**src/rtl/multicycle_control_fsm.sv**
```systemverilog
// Multi-cycle RISC-V control sequencer: FETCH/DECODE/EXEC/MEM/WB over one shared memory port.
// Strobes are combinational from state/opcode/zero/mem_ready; state, wait counter and sticky flags are registered.
package multicycle_control_fsm_pkg;
  typedef enum logic [6:0] {
    LW     = 7'h03,
    I_Type = 7'h13,
    SW     = 7'h23,
    R_Type = 7'h33,
    BEQ    = 7'h63,
    J      = 7'h6F
  } opcode_t;

  typedef enum logic [1:0] {
    PC_4 = 2'd0,
    PC_B = 2'd1,
    PC_J = 2'd2
  } pc_src_t;
endpackage

module multicycle_control_fsm
  import multicycle_control_fsm_pkg::*;
#(
  parameter int unsigned MEM_TIMEOUT = 15
) (
  input  logic        clk,
  input  logic        rst,
  input  logic [31:0] instruction,
  input  logic        zero,
  input  logic        mem_ready,
  output logic [1:0]  alu_op,
  output pc_src_t     pc_src,
  output logic        pc_wr,
  output logic        ir_wr,
  output logic        iord,
  output logic        reg_wr,
  output logic        alu_src,
  output logic        mem_reg,
  output logic        mem_wr,
  output logic        mem_rd,
  output logic        instr_done,
  output logic        illegal,
  output logic        bus_err
);

  typedef enum logic [2:0] {
    FETCH  = 3'd0,
    DECODE = 3'd1,
    EXEC   = 3'd2,
    MEM    = 3'd3,
    WB     = 3'd4,
    TRAP   = 3'd5
  } state_t;

  localparam logic [7:0] TIMEOUT = 8'(MEM_TIMEOUT);

  state_t     state_q, state_d;
  logic [7:0] wait_q, wait_d;
  logic       illegal_q, illegal_d;
  logic       bus_err_q, bus_err_d;

  opcode_t op;
  logic    timed_out;
  logic    unused_instr_bits;

  assign op                = opcode_t'(instruction[6:0]);
  assign unused_instr_bits = ^instruction[31:7];
  assign timed_out         = (wait_q == TIMEOUT) && !mem_ready;

  always_comb begin
    state_d    = state_q;
    wait_d     = wait_q;
    illegal_d  = illegal_q;
    bus_err_d  = bus_err_q;
    alu_op     = 2'b00;
    pc_src     = PC_4;
    pc_wr      = 1'b0;
    ir_wr      = 1'b0;
    iord       = 1'b0;
    reg_wr     = 1'b0;
    alu_src    = 1'b0;
    mem_reg    = 1'b0;
    mem_wr     = 1'b0;
    mem_rd     = 1'b0;
    instr_done = 1'b0;

    case (state_q)
      FETCH: begin
        mem_rd = 1'b1;
        if (mem_ready) begin
          ir_wr   = 1'b1;
          pc_wr   = 1'b1;
          state_d = DECODE;
        end else if (timed_out) begin
          state_d   = TRAP;
          bus_err_d = 1'b1;
        end else begin
          wait_d = wait_q + 8'd1;
        end
      end
      DECODE: begin
        case (op)
          R_Type, I_Type, LW, SW, BEQ, J: state_d = EXEC;
          default: begin
            state_d   = TRAP;
            illegal_d = 1'b1;
          end
        endcase
      end
      EXEC: begin
        case (op)
          R_Type: begin
            alu_op  = 2'b10;
            state_d = WB;
          end
          I_Type: begin
            alu_op  = 2'b11;
            alu_src = 1'b1;
            state_d = WB;
          end
          LW, SW: begin
            alu_src = 1'b1;
            state_d = MEM;
          end
          BEQ: begin
            alu_op     = 2'b01;
            pc_src     = PC_B;
            pc_wr      = zero;
            instr_done = 1'b1;
            state_d    = FETCH;
          end
          J: begin
            pc_src     = PC_J;
            pc_wr      = 1'b1;
            instr_done = 1'b1;
            state_d    = FETCH;
          end
          default: begin
            // IR changed under us; treat like a decode failure rather than guess.
            state_d   = TRAP;
            illegal_d = 1'b1;
          end
        endcase
      end
      MEM: begin
        iord    = 1'b1;
        alu_src = 1'b1;
        mem_rd  = (op == LW);
        mem_wr  = (op != LW);
        if (mem_ready) begin
          instr_done = (op != LW);
          state_d    = (op == LW) ? WB : FETCH;
        end else if (timed_out) begin
          state_d   = TRAP;
          bus_err_d = 1'b1;
        end else begin
          wait_d = wait_q + 8'd1;
        end
      end
      WB: begin
        reg_wr     = 1'b1;
        mem_reg    = (op == LW);
        instr_done = 1'b1;
        state_d    = FETCH;
      end
      TRAP: ;
      default: state_d = FETCH;
    endcase

    if (state_d != state_q) wait_d = 8'd0;

    // Reset held low masks every output so nothing partial escapes the abandoned instruction.
    if (!rst) begin
      alu_op     = 2'b00;
      pc_src     = PC_4;
      pc_wr      = 1'b0;
      ir_wr      = 1'b0;
      iord       = 1'b0;
      reg_wr     = 1'b0;
      alu_src    = 1'b0;
      mem_reg    = 1'b0;
      mem_wr     = 1'b0;
      mem_rd     = 1'b0;
      instr_done = 1'b0;
    end
  end

  assign illegal = rst & illegal_q;
  assign bus_err = rst & bus_err_q;

  always_ff @(posedge clk) begin
    if (!rst) begin
      state_q   <= FETCH;
      wait_q    <= 8'd0;
      illegal_q <= 1'b0;
      bus_err_q <= 1'b0;
    end else begin
      state_q   <= state_d;
      wait_q    <= wait_d;
      illegal_q <= illegal_d;
      bus_err_q <= bus_err_d;
    end
  end

endmodule

```
**config.mk**
```make
export PLATFORM = sky130hd
export DESIGN_NAME = multicycle_control_fsm
export DESIGN_NICKNAME = d
export VERILOG_FILES = /design/src/rtl/multicycle_control_fsm.sv
export SDC_FILE = /design/constraint.sdc
export NUM_CORES = 1
export LEC_CHECK = 0
export ABC_AREA = 1
export CAP_MARGIN = 20
export CORE_MARGIN = 1.5
export CORE_UTILIZATION = 39
export DETAILED_ROUTE_END_ITERATION = 8
export GPL_TIMING_DRIVEN = 0
export PLACE_DENSITY = 0.77
export SKIP_LAST_GASP = 1
export SLEW_MARGIN = 20
export SYNTH_ARGS = -nofsm -noshare
export SYNTH_HDL_FRONTEND = slang
export SYNTH_SLANG_ARGS = --single-unit
```
**constraint.sdc**
```tcl
create_clock -name clk -period 1.8 [get_ports clk]
set_clock_uncertainty 0.05 [all_clocks]
set_input_delay 0.18 -clock clk [delete_from_list [all_inputs] [get_ports clk]]
set_output_delay 0.18 -clock clk [all_outputs]
set_load 0.01 [all_outputs]
```
Word-level counts from Yosys, hierarchy flattened:

Index checks and enable logic that the tools add are counted.

* output and inout port bits: 15
* bits in read-only memories: 0
* bits in writable memories: 0
* bits of input ports: 36
* memories: 0
* bits in latches: 0
* flip-flop bits (word level): 13
* word-level logic and storage cells: 75

* bitwise gates (word level): 6
* equal/unequal tests: 14
* reduce and logical (&&, ||, !) cells: 14
* divide/modulo/power cells: 0
* shift-type cells: 0
* multipliers: 0
* $add $sub $neg: 1
* order comparisons: 0
* muxes and demuxes: 36

Operators by type and width (count)
* two-way mux 1 bit: 18
* two-way mux 3 bit: 5
* case mux 3 bit (5 select lines): 1
* == test 7 x 6 -> 1 bit (second input constant): 2
* == test 7 bit (second input constant): 2
* OR reduction 2 bit: 6
* case mux 3 bit (3 select lines): 1
* adder 8 x 1 -> 8 bit (second input constant): 1
* == test 8 x 4 -> 1 bit (second input constant): 1
* two-way mux 2 bit: 4
* case mux 1 bit (2 select lines): 4
* == test 7 x 2 -> 1 bit (second input constant): 1
* == test 7 x 5 -> 1 bit (second input constant): 1
* != test 7 x 2 -> 1 bit (second input constant): 1
* == test 3 x 2 -> 1 bit (second input constant): 2
* == test 3 bit (second input constant): 2
* case mux 2 bit (3 select lines): 1
* AND reduction 3 bit: 2
* OR reduction 6 bit: 1
* NOT 1 bit: 4
* case mux 2 bit (2 select lines): 1
* == test 3 x 1 -> 1 bit (second input constant): 1
* logical NOT 3 bit: 1
* != test 3 bit: 1
* other kinds (6): 7

Longest topological paths before layout:

Gate-level depths: netlist of the first run.

* depth after elaboration: 7
* mapped depth: 10
* depth with buffers taken out: 10

Least setup slack after synthesis of the first run:

No wires, ideal clock.

* path type: flip-flop to flip-flop
* start point: register wait_q[0]
* end point: register wait_q[1]
* data arrival time: 1.322 ns
* setup time: 0.116 ns
* slack: 0.312 ns
* buffers on the path: 0
* period minus slack after synthesis: 1.488 ns
* cell stages (with the launch flop): 8
* required time: 1.634 ns
* cell sequence: dfxtp_1 > ha_1 > nand3_1 > nor2_1 > nor2_4 > mux2_2 > inv_1 > nor2_1

* word-level cells in the longest chain between the ends: 7
* elaborated cells between the ends (all ways): 11
* those cells by class: add/sub: 1; eq/ne: 2; mux: 4; bitwise: 1; reduce/logical: 3

Ends and longest elaborated chain
* from (decl): line 57 `logic [7:0] wait_q, wait_d;`
* from (signal assigned): line 198 `wait_q <= wait_d;`
* == test 8 x 4 -> 1 bit: line 67 `assign timed_out = (wait_q == TIMEOUT) && !mem_ready;`
* logical AND 1 bit: line 67
* two-way mux 3 bit: line 93, 152
* two-way mux 3 bit (on tied branches): line 149, 89
* case mux 3 bit (5 select lines): line 86 `case (state_q)`
* != test 3 bit: line 169 `if (state_d != state_q) wait_d = 8'd0;`
* OR reduction 2 bit (no source line)

Parallel ways exist; a longest one is shown, timed or not.
A chain may end at the register's enable or synchronous reset.

Worst setup path in the final report of the first run:

* start point: register state_q[0]
* end point: output mem_rd

* word-level cells in the longest chain between the ends: 3
* elaborated cells between the ends (all ways): 4
* those cells by class: eq/ne: 1; mux: 2; reduce/logical: 1

Ends and longest elaborated chain
* from (decl): line 56 `state_t state_q, state_d;`
* from (signal assigned): line 197 `state_q <= state_d;`
* == test 3 x 2 -> 1 bit or logical NOT 3 bit (tied branches): line 86
* case mux 1 bit (2 select lines) (*): line 86
* two-way mux 1 bit (*): line 172 `if (!rst) begin`
* to (decl): line 39 `output logic mem_rd,`

Every way passes the cells marked *; elsewhere a longest branch is shown, timed or not.

==> results of run 1 <==
-- per-stage QoR --
step	hold slack (ns)	cell area, sq um
floorplan	0.2587	969.7
global placement	0.3803	1255
detailed placement	0.3808	1255
CTS	0.4010	1281
global route	0.4621	1405
finish	0.3978	1405
-- registers in the layout, summed over array words and instances (netlist names) --
signal,count
state_q,3
wait_q,8
bus_err_q,1
illegal_q,1
-- cells by family after synthesis --
family / after synthesis / share of synthesized area
AO/OA/AOI/OAI: 16 / 0.1071
XOR/XNOR: 7 / 0.06323
adder cells (fa/ha/maj): 1 / 0.01290
buffers and inverters: 25 / 0.09677
flip-flops: 13 / 0.2684
multiplexers: 1 / 0.01161
AND/OR/NAND/NOR: 89 / 0.4400
-- final timing paths --
path	to	cells past startpoint
setup / recovery	mem_rd	6
hold / removal	bus_err_q	2
setup reg to reg	wait_q[6]	10
hold reg to reg	bus_err_q	2
-- cell type report --
class,instances,area share
timing repair buffer,30,0.1977
multi-input combinational,114,0.4996
clock buffer,3,0.01603
tap,28,0.02493
clock inverter,1,0.003562
sequential,13,0.1879
inverter,25,0.07035
-- critical path, cell delays in order, from the launching register on --
cell	delay, ns
dfxtp_2	0.38
inv_2	0.12
nand3_2	0.13
inv_1	0.12
nand2_1	0.11
a22oi_2	0.19
clkbuf_2	0.16
-- per-layer routing --
metal | share of wire | wire, um
met1 | 0.39 | 1096
met2 | 0.53 | 1483
met3 | 0.070 | 197
met4 | 0.011 | 31
met5 | 0 | 0
-- placed cells by master (no fill, tap or decap), drive strengths merged --
cell type,n
o32ai,1
ha,1
nand2,31
dlymetal6s2s,8
clkinv,1
nand4,7
inv,25
dfxtp,13
a31oi,2
nor2,31
nor3b,1
a21oi,5
a22oi,1
clkbuf,5
a311oi,1
a211oi,1
xor2,3
xnor2,4
o21ai,3
buf,8
dlygate4sd2,7
o21bai,2
nand3,16
clkdlybuf4s50,4
mux2,1
clkdlybuf4s15,1
nor3,3
-- power by group through the flow --
stage | sequential, mW | clock (mW) | combinational [mW]
floorplan | 0.324 | 0 | 0.168
global placement | 0.326 | 0 | 0.250
detailed placement | 0.327 | 0 | 0.258
CTS | 0.321 | 0.183 | 0.252
global route | 0.328 | 0.198 | 0.324
finish | 0.326 | 0.181 | 0.292
-- repair_timing --
item / in CTS / in global routing
pin swaps: 1 / 11
setup endpoints to repair: 13 / 19
resized for setup: 27 / 42
hold buffers: 0 / 0
buffers inserted: 1 / 4
==> impl_metrics.py, run 1 <==
metrics = {
    "run_status": {
        "status": "finished, final reports clean",
    },
    "cells_and_area": {
        "fin_nets": 224,
        "multi_input_area_sq_um": 701.9,
        "n_fill_cell": 224,
        "area_delta_synth_final_pct": 44.90,
        "regArea_sq_um": 264.0,
        "fin_cells": 214,
        "drive_gt1_frac": 0.2849,
        "diodes": 0,
        "post-route-util": 0.6174,
    },
    "power_and_ir_drop": {
        "power.switching_mw": 0.2992,
        "p_int_mw": 0.5002,
        "p_comb_frac": 0.365,
        "vdd_drop_max_mv": 0.5854,
        "swShare": 0.3743,
        "power.share.sequential": 0.408,
        "leakage_nw": 0.7497,
        "power_per_cell_area_nw_per_um2": 568.9,
        "finalPower_mw": 0.7993,
        "clkPwrFrac": 0.227,
    },
    "global_routing": {
        "grtUsageMet2": 0.3792,
        "grt_pass1_wl_um": 4064,
        "use_met1": 0.2142,
        "grt_usage": 0.1930,
        "grt-ovfl-total": 0,
        "grt_util_met3": 0.03107,
        "grt_max_degree": 11,
        "busiest_layer": "met2",
        "first_global_vias": 1018,
        "grt_antenna_before_repair": 0,
    },
    "synthesis": {
        "syn_inst": 152,
        "ys.warnings.count": 0,
        "synth_area_per_cell_sq_um": 6.379,
        "synth_edf_count": 0,
        "syn-cell-area_sq_um": 969.7,
        "synth.yosys.seq_area_share": 0.2684,
        "dominantRegCellSynth": "dfxtp_1",
        "ys_async_sr_fraction": 0,
        "yosysUniqueCellTypes": 29,
        "synth_most_common_cell": "nand2_1",
        "yosysTopAreaCellShare": 0.2684,
        "synth_seq_cells": 13,
        "synth_area_leaders": "dfxtp_1, nand2_1, nor2_1, inv_1, nand3_1",
        "synthesis.nets": 189,
        "synthTopCellsByCount": "nand2_1, nor2_1, inv_1, dfxtp_1, nand3_1",
        "synth_area_leader_cell": "dfxtp_1",
    },
    "clocking": {
        "cts.sinks": 13,
        "cts_inserted_buffers": 3,
        "cts_max_level": 1,
        "path_clk_slew_ns": 0.09,
        "clk_latency_ns": 0.28,
        "root_buffer": "clkbuf_4",
        "cts_tree": "built",
        "cts_buffer_depth": 2,
    },
    "sta": {
        "period_share": 0.9520,
        "final.min_clock_period_ns": 1.714,
        "hold_violations": 0,
        "drv_slew": 0,
        "fmax_ghz": 0.5836,
        "worstMarginPinSlew_ns": 0.4163,
        "final-setup-viol-count": 0,
        "relSlewSlack": 0.7225,
        "rsz0062_at_grt": "yes",
        "setup_tns_ns": 0,
        "setup_ws_ns": 0.08645,
    },
    "drt": {
        "route.detailed.drc": 0,
        "drt_iter0_drc": 41,
        "viasPerCell": 5.360,
        "vias": 1147,
        "wl_per_cell_um": 13.13,
        "first_pass_iters": 4,
        "detail-route-antenna-nets": 0,
        "totalWireLength_um": 2809,
    },
    "worst_setup_path": {
        "cp-startpoint": "state_q[0]",
        "cp.required_ns": 1.57,
        "worstPathMaxFanout": 6,
        "r2r-start": "wait_q[1]",
        "arrival_ns": 1.48,
        "endpoint_kind": "output pin",
        "worst-r2r-setup-slack_ns": 0.14,
        "start_kind": "register",
        "crit_type": "reg2out",
    },
    "run": {
        "drv_cap": 0,
    },
    "floorplanning": {
        "start_util": 0.4261,
        "die_w_um": 52.87,
        "die_h_um": 52.87,
        "rows": 17,
        "io_pins": 51,
        "dieArea_sq_um": 2795,
        "core-area_sq_um": 2276,
    },
    "placement": {
        "io_buffers": 25,
        "pre_cts_ws_ns": -0.5836,
        "gp_congestion": 0.7767,
        "dp_hpwl_um": 1931,
        "place_inst": 205,
    },
    "min_path": {
        "min_from": "bus_err_q",
        "hold_path_class": "reg2reg",
    },
}
Power figures use the tool's default switching activity.
==> run 2, diff against run 1 <==
- CTS_CLUSTER_DIAMETER: default -> 30
==> results of run 2 <==
The final DEF is identical to that of run 1; final timing and power are the same.
